===== src/rtl/output_queue_if.sv =====
// rtl/output_queue_if.sv - sample stream in, DAC strobe/status out for output_queue
// Optional OUTPUT_QUEUE_UNDERRUN_COUNT_EN adds the underrun_count signal.
interface output_queue_if #(
   parameter int DATA_W = 12,
   parameter int DEPTH  = 64
);
   localparam int LW = $clog2(DEPTH) + 1;

   logic [DATA_W-1:0] s_data;
   logic              s_valid;
   logic              s_last;
   logic              s_ready;
   logic [DATA_W-1:0] dac_data;
   logic              dac_strobe;
   logic [LW-1:0]     level;
   logic              running;
   logic              underrun;
`ifdef OUTPUT_QUEUE_UNDERRUN_COUNT_EN
   logic [15:0]       underrun_count;

   modport slave (
      input  s_data, s_valid, s_last,
      output s_ready, dac_data, dac_strobe, level, running, underrun, underrun_count
   );

   modport master (
      output s_data, s_valid, s_last,
      input  s_ready, dac_data, dac_strobe, level, running, underrun, underrun_count
   );
`else
   modport slave (
      input  s_data, s_valid, s_last,
      output s_ready, dac_data, dac_strobe, level, running, underrun
   );

   modport master (
      output s_data, s_valid, s_last,
      input  s_ready, dac_data, dac_strobe, level, running, underrun
   );
`endif
endinterface


===== src/rtl/output_queue.sv =====
// rtl/output_queue.sv - FIFO-buffered, fixed-rate sample playback to a DAC
// Optional saturating underrun counter: OUTPUT_QUEUE_UNDERRUN_COUNT_EN.
module output_queue #(
   parameter int DATA_W  = 12,
   parameter int DEPTH   = 64,
   parameter int RATE    = 2267,
   parameter int PREFILL = 32
) (
   input  logic           clk,
   input  logic           reset_n,
   output_queue_if.slave  q
);
   localparam int AW = $clog2(DEPTH);
   localparam int LW = AW + 1;
   localparam int CW = $clog2(RATE);

   localparam logic [LW-1:0]     FULL_LVL    = LW'(DEPTH);
   localparam logic [LW-1:0]     PREFILL_LVL = LW'(PREFILL);
   localparam logic [CW-1:0]     CNT_MAX     = CW'(RATE - 1);
   localparam logic [DATA_W-1:0] MIDSCALE    = {1'b1, {(DATA_W-1){1'b0}}};

   typedef enum logic {IDLE, RUN} state_t;

   state_t            state_q, state_d;
   logic [DATA_W:0]   mem_q [DEPTH];
   logic [AW-1:0]     wr_ptr_q, wr_ptr_d;
   logic [AW-1:0]     rd_ptr_q, rd_ptr_d;
   logic [LW-1:0]     level_q, level_d;
   logic [LW-1:0]     last_cnt_q, last_cnt_d;
   logic [CW-1:0]     cnt_q, cnt_d;
   logic [DATA_W-1:0] dac_data_q, dac_data_d;
   logic              strobe_q, strobe_d;
   logic              under_q, under_d;

   logic              push;
   logic              pop;
   logic              tick;
   logic              empty;
   logic [DATA_W:0]   head;

   assign q.s_ready = (level_q != FULL_LVL);
   assign empty     = (level_q == '0);
   assign push      = q.s_valid && q.s_ready;
   assign head      = mem_q[rd_ptr_q];
   assign tick      = (state_q == RUN) && (cnt_q == CNT_MAX);
   assign pop       = tick && !empty;

   // Storage is never reset: pointers and level alone define validity.
   always_ff @(posedge clk) begin
      if (push) begin
         mem_q[wr_ptr_q] <= {q.s_last, q.s_data};
      end
   end

   always_comb begin
      wr_ptr_d   = wr_ptr_q;
      rd_ptr_d   = rd_ptr_q;
      level_d    = level_q;
      last_cnt_d = last_cnt_q;
      if (push) begin
         wr_ptr_d = wr_ptr_q + 1'b1;
      end
      if (pop) begin
         rd_ptr_d = rd_ptr_q + 1'b1;
      end
      case ({push, pop})
         2'b10:   level_d = level_q + 1'b1;
         2'b01:   level_d = level_q - 1'b1;
         default: level_d = level_q;
      endcase
      // Tracks how many queued entries close a stream, so IDLE can start early.
      case ({push && q.s_last, pop && head[DATA_W]})
         2'b10:   last_cnt_d = last_cnt_q + 1'b1;
         2'b01:   last_cnt_d = last_cnt_q - 1'b1;
         default: last_cnt_d = last_cnt_q;
      endcase
   end

   always_comb begin
      state_d    = state_q;
      cnt_d      = cnt_q;
      dac_data_d = dac_data_q;
      strobe_d   = 1'b0;
      under_d    = 1'b0;
      case (state_q)
         IDLE: begin
            cnt_d = '0;
            if ((level_q >= PREFILL_LVL) || (last_cnt_q != '0)) begin
               state_d = RUN;
            end
         end
         RUN: begin
            cnt_d = tick ? '0 : cnt_q + 1'b1;
            if (tick) begin
               strobe_d = 1'b1;
               // Empty tick: DAC re-sends the held sample and underrun is flagged.
               if (empty) begin
                  under_d = 1'b1;
               end else begin
                  dac_data_d = head[DATA_W-1:0];
                  if (head[DATA_W]) begin
                     state_d = IDLE;
                  end
               end
            end
         end
         default: state_d = IDLE;
      endcase
   end

   always_ff @(posedge clk or negedge reset_n) begin
      if (!reset_n) begin
         state_q    <= IDLE;
         wr_ptr_q   <= '0;
         rd_ptr_q   <= '0;
         level_q    <= '0;
         last_cnt_q <= '0;
         cnt_q      <= '0;
         dac_data_q <= MIDSCALE;
         strobe_q   <= 1'b0;
         under_q    <= 1'b0;
      end else begin
         state_q    <= state_d;
         wr_ptr_q   <= wr_ptr_d;
         rd_ptr_q   <= rd_ptr_d;
         level_q    <= level_d;
         last_cnt_q <= last_cnt_d;
         cnt_q      <= cnt_d;
         dac_data_q <= dac_data_d;
         strobe_q   <= strobe_d;
         under_q    <= under_d;
      end
   end

   assign q.dac_data   = dac_data_q;
   assign q.dac_strobe = strobe_q;
   assign q.level      = level_q;
   assign q.running    = (state_q == RUN);
   assign q.underrun   = under_q;

`ifdef OUTPUT_QUEUE_UNDERRUN_COUNT_EN
   logic [15:0] ucnt_q, ucnt_d;

   // Counts on the same edge that raises underrun, so both are visible together.
   always_comb begin
      ucnt_d = ucnt_q;
      if (under_d && (ucnt_q != 16'hFFFF)) begin
         ucnt_d = ucnt_q + 16'd1;
      end
   end

   always_ff @(posedge clk or negedge reset_n) begin
      if (!reset_n) begin
         ucnt_q <= '0;
      end else begin
         ucnt_q <= ucnt_d;
      end
   end

   assign q.underrun_count = ucnt_q;
`endif
endmodule


===== src/flat_wrapper.sv =====
// flat-port wrapper written by rule: the top's interface ports become plain ports
module output_queue_flat 
#(
   parameter int DATA_W  = 12,
   parameter int DEPTH   = 64,
   parameter int RATE    = 2267,
   parameter int PREFILL = 32
)
  (clk, reset_n, q_s_data, q_s_valid, q_s_last, q_s_ready, q_dac_data, q_dac_strobe, q_level, q_running, q_underrun);
  output_queue_if #(.DATA_W(DATA_W), .DEPTH(DEPTH)) q_i ();
  input  logic clk;
  input  logic reset_n;
  input wire logic [$bits(q_i.s_data)-1:0] q_s_data;
  input wire logic [$bits(q_i.s_valid)-1:0] q_s_valid;
  input wire logic [$bits(q_i.s_last)-1:0] q_s_last;
  output wire logic [$bits(q_i.s_ready)-1:0] q_s_ready;
  output wire logic [$bits(q_i.dac_data)-1:0] q_dac_data;
  output wire logic [$bits(q_i.dac_strobe)-1:0] q_dac_strobe;
  output wire logic [$bits(q_i.level)-1:0] q_level;
  output wire logic [$bits(q_i.running)-1:0] q_running;
  output wire logic [$bits(q_i.underrun)-1:0] q_underrun;
  assign q_i.s_data = q_s_data;
  assign q_i.s_valid = q_s_valid;
  assign q_i.s_last = q_s_last;
  assign q_s_ready = q_i.s_ready;
  assign q_dac_data = q_i.dac_data;
  assign q_dac_strobe = q_i.dac_strobe;
  assign q_level = q_i.level;
  assign q_running = q_i.running;
  assign q_underrun = q_i.underrun;
  output_queue #(.DATA_W(DATA_W), .DEPTH(DEPTH), .RATE(RATE), .PREFILL(PREFILL)) u_core (.clk(clk), .reset_n(reset_n), .q(q_i));
endmodule

===== config.mk =====
export PLATFORM = sky130hd
export DESIGN_NAME = output_queue_flat
export DESIGN_NICKNAME = d
export VERILOG_FILES = /design/src/rtl/output_queue_if.sv /design/src/rtl/output_queue.sv /design/src/flat_wrapper.sv
export SDC_FILE = /design/constraint.sdc
export NUM_CORES = 1
export LEC_CHECK = 0
export ABC_AREA = 1
export BUFFER_PORTS_ARGS = -buffer_cell sky130_fd_sc_hd__buf_2
export CAP_MARGIN = 5
export CORE_AREA = 2 2 283 285
export CTS_CLUSTER_DIAMETER = 60
export DETAILED_ROUTE_END_ITERATION = 10
export DIE_AREA = 0 0 285 287
export PLACE_DENSITY = 0.69
export REMOVE_ABC_BUFFERS = 1
export SETUP_SLACK_MARGIN = 0.4
export SLEW_MARGIN = 15
export SYNTH_ARGS = -nofsm -noshare
export SYNTH_HDL_FRONTEND = slang
export SYNTH_SLANG_ARGS = --single-unit

===== constraint.sdc =====
create_clock -name clk -period 6.8 [get_ports clk]
set_input_delay 1.02 -clock clk [delete_from_list [all_inputs] [get_ports clk]]
set_output_delay 1.02 -clock clk [all_outputs]
set_load 0.01 [all_outputs]

==> results.sh <==
export IMPL_status="finished clean"
export IMPL_grt_start_max_net_pins=191
export IMPL_required_ns=7.32
export IMPL_yosys_top_cells_area="edfxtp_1 68%, nand2_1 7.8%, nor2_1 6.0%"
export IMPL_max_cap_violations=0
export IMPL_gp_congestion=0.911
export IMPL_cp_max_fo=155
export IMPL_start_kind="register"
export IMPL_hold_buffers=0
export IMPL_yosys_warnings=0
export IMPL_viasPerCell=5.60
export IMPL_initialDrtViolationCount=3462
export IMPL_final_common_cell="edfxtp_1"
export IMPL_finalPower_w=0.0119
export IMPL_dieHeight_um=287
export IMPL_cts_sinks=885
export IMPL_start_util_pct=46.7
export IMPL_hold_violations=0
export IMPL_finalSetupViolCount=0
export IMPL_grt_antenna_before_repair=0
export IMPL_syn_area_um2=36700
export IMPL_slew_violations=0
export IMPL_nNetsFinal=3287
export IMPL_syn_inst=3271
export IMPL_powerDensity_nw_per_um2=294
export IMPL_wire_per_inst_um=22.3
export IMPL_overflow=0
export IMPL_coreArea_um2=78600
export IMPL_grt_pass1_wl_mm=146
export IMPL_post_cts_buffers=0
export IMPL_synthDistinctLibCells=39
export IMPL_grtUsageTotal_pct=23.6
export IMPL_ir_drop_uv=180
export IMPL_numCtsBuffers=87
export IMPL_drive_gt1_share_pct=7.90
export IMPL_fmax_mhz=211
export IMPL_holdCritPathClass="reg -> reg"
export IMPL_synth_ff_type="edfxtp_1"
export IMPL_antenna_left=0
export IMPL_route_vias_total=24512
export IMPL_arrival_ns=5.26
export IMPL_ioPinCount=39
export IMPL_synthToLayoutAreaGrowth_pct=10.6
export IMPL_clock_latency_ns=0.65
export IMPL_worstSetupPathType="reg -> reg"
export IMPL_tightest_slew_ns=1.20
export IMPL_tns_ns=0
export IMPL_finish_utilization_pct=51.7
export IMPL_remaining_drc_errors=0
export IMPL_cts_tree="yes"
export IMPL_leakage_nw=14.7
export IMPL_grt_pass1_vias=23520
export IMPL_finalCritPeriodShare_pct=69.8
export IMPL_final_cell_mix="832 x edfxtp_1, 760 x nand2_1, 550 x nor2_1, 354 x nand3_1, 218 x o21ai_0"
export IMPL_dpl_hpwl_mm=54.3
export IMPL_antennaDiodeCount=0
export IMPL_clk_pin_slew_ns=0.06
export IMPL_cts_resized=0
export IMPL_htree_num_levels=3
export IMPL_root_buffer="clkbuf_16"
export IMPL_die_area_um2=81800
export IMPL_cts_buffer_depth=3
export IMPL_synth_top_cell_area_share_pct=68.0
export IMPL_synth_async_reset_ratio_pct=5.99
export IMPL_drt_total_wl_mm=97.6
export IMPL_dr_pass1_iters=6
export IMPL_slew_headroom_pct=20.0
export IMPL_num_rows=103
export IMPL_min_period_ns=4.74
export IMPL_numPortBuffers=38
export IMPL_synth_edf_count=832
export IMPL_grt_setup_unrepaired="no"
export IMPL_ys_seq_area_share_pct=71.6
export IMPL_die_w_um=285
export IMPL_fin_skew_ns=0.0298
export IMPL_crit_path_end_kind="register"
export IMPL_yosysTopAreaCell="edfxtp_1"
export IMPL_postSynthAreaPerCell_um2=11.2
export IMPL_synth_seq_cells=885
-- kinds of logic (layout without fill, tap and decap cells) --
family | Yosys count | count (layout) | share of synthesized area (%)
and+or+nand+nor | 1748 | 1748 | 19.4
DFF | 885 | 885 | 71.6
buffers and inverters | 279 | 339 | 3.51
AOI/OAI and AO/OA | 318 | 318 | 4.40
xor gates and xnor gates | 31 | 31 | 0.739
adders and majority gates | 10 | 10 | 0.341
-- per-stage QoR --
stage                     worst slack, ns  hold slack [ns]  cell area (µm²)  cells
after CTS                            2.22            0.461            40500   4381
after global placement               2.25            0.450            37700   4222
after floorplan                     -6.98            0.432            35800   3093
final                                2.06            0.456            40600   4381
after global routing                 1.69            0.483            40600   4381
after detailed placement             2.21            0.454            37700   4222
-- registers in the layout, summed over array words and instances (netlist names) --
register,count
u_core.wr_ptr_q,6
u_core.q.dac_data,12
u_core.q.running,1
u_core.q.underrun,1
u_core.rd_ptr_q,6
u_core.q.dac_strobe,1
u_core.cnt_q,12
u_core.q.level,7
u_core.mem_q,832
u_core.last_cnt_q,7
-- critical path, cell delays in order (launching register included) --
cell	delay (ns)
dfrtp_4	0.99
clkinv_8	0.65
buf_4	0.60
nand2_1	0.14
nand2_1	0.05
nand2_1	0.05
nand3_1	0.08
nand3_1	0.15
nand2_1	0.08
nand3_1	0.09
a21oi_1	0.15
ha_1	0.32
xnor2_1	0.24
inv_1	0.07
ha_1	0.17
inv_1	0.05
nand2_1	0.10
nand3_1	0.10
nand3_1	0.08
xor2_1	0.15
nand2_1	0.06
nand2_1	0.04
-- report_power, final --
part           switching [W]  internal (W)  total [W]
clock                0.00202       0.00277    0.00480
sequential          0.000135       0.00621    0.00635
combinational       0.000612      0.000184   0.000796
total                0.00277       0.00917     0.0119
-- layer usage --
metal  GRT usage (%)  part of all wire, %
met5               0                    0
met4            9.52                  3.4
met1            33.0                   40
met2            36.4                   46
met3            4.90                   10
-- layout make-up --
cell class | count | area (µm²)
multi-input combinational | 2107 | 9250
fill | 6707 | 38000
sequential | 885 | 26300
timing repair buffer | 79 | 536
clock inverter | 42 | 407
tap | 1050 | 1310
clock buffer | 117 | 2390
inverter | 101 | 399
-- synth_stat cells, types with 2 or more instances --
cell type    n
edfxtp_1   832
nand2_1    760
nor2_1     591
nand3_1    354
o21ai_0    218
inv_1       95
buf_2       71
clkbuf_1    66
a21oi_1     59
dfrtp_1     52
o21ai_1     31
xor2_1      17
buf_1       16
buf_6       14
xnor2_1     14
or2_2       13
nand4_1     11
ha_1        10
buf_4        8
nor3_1       8
nor4_1       4
inv_2        3
o211ai_1     3
a21o_1       2
clkbuf_2     2
clkinv_1     2
nor2_2       2
nor3b_1      2
-- worst paths after layout --
path                                                     start                          endpoint  slack [ns]  cells after the start
min in group asynchronous                              reset_n         u_core.cnt_q[4]$_DFF_PN0_        0.56                      2
worst max-delay path            u_core.rd_ptr_q[0]$_DFFE_PN0P_  u_core.last_cnt_q[6]$_DFFE_PN0P_        2.06                     21
max in group asynchronous                              reset_n    u_core.rd_ptr_q[0]$_DFFE_PN0P_        5.58                      2
worst min-delay path                 u_core.cnt_q[0]$_DFF_PN0_         u_core.cnt_q[0]$_DFF_PN0_        0.46                      1
worst min register to register       u_core.cnt_q[0]$_DFF_PN0_         u_core.cnt_q[0]$_DFF_PN0_        0.46                      1
worst max register to register  u_core.rd_ptr_q[0]$_DFFE_PN0P_  u_core.last_cnt_q[6]$_DFFE_PN0P_        2.06                     21
No activity file was read; power rests on OpenSTA's default activity.
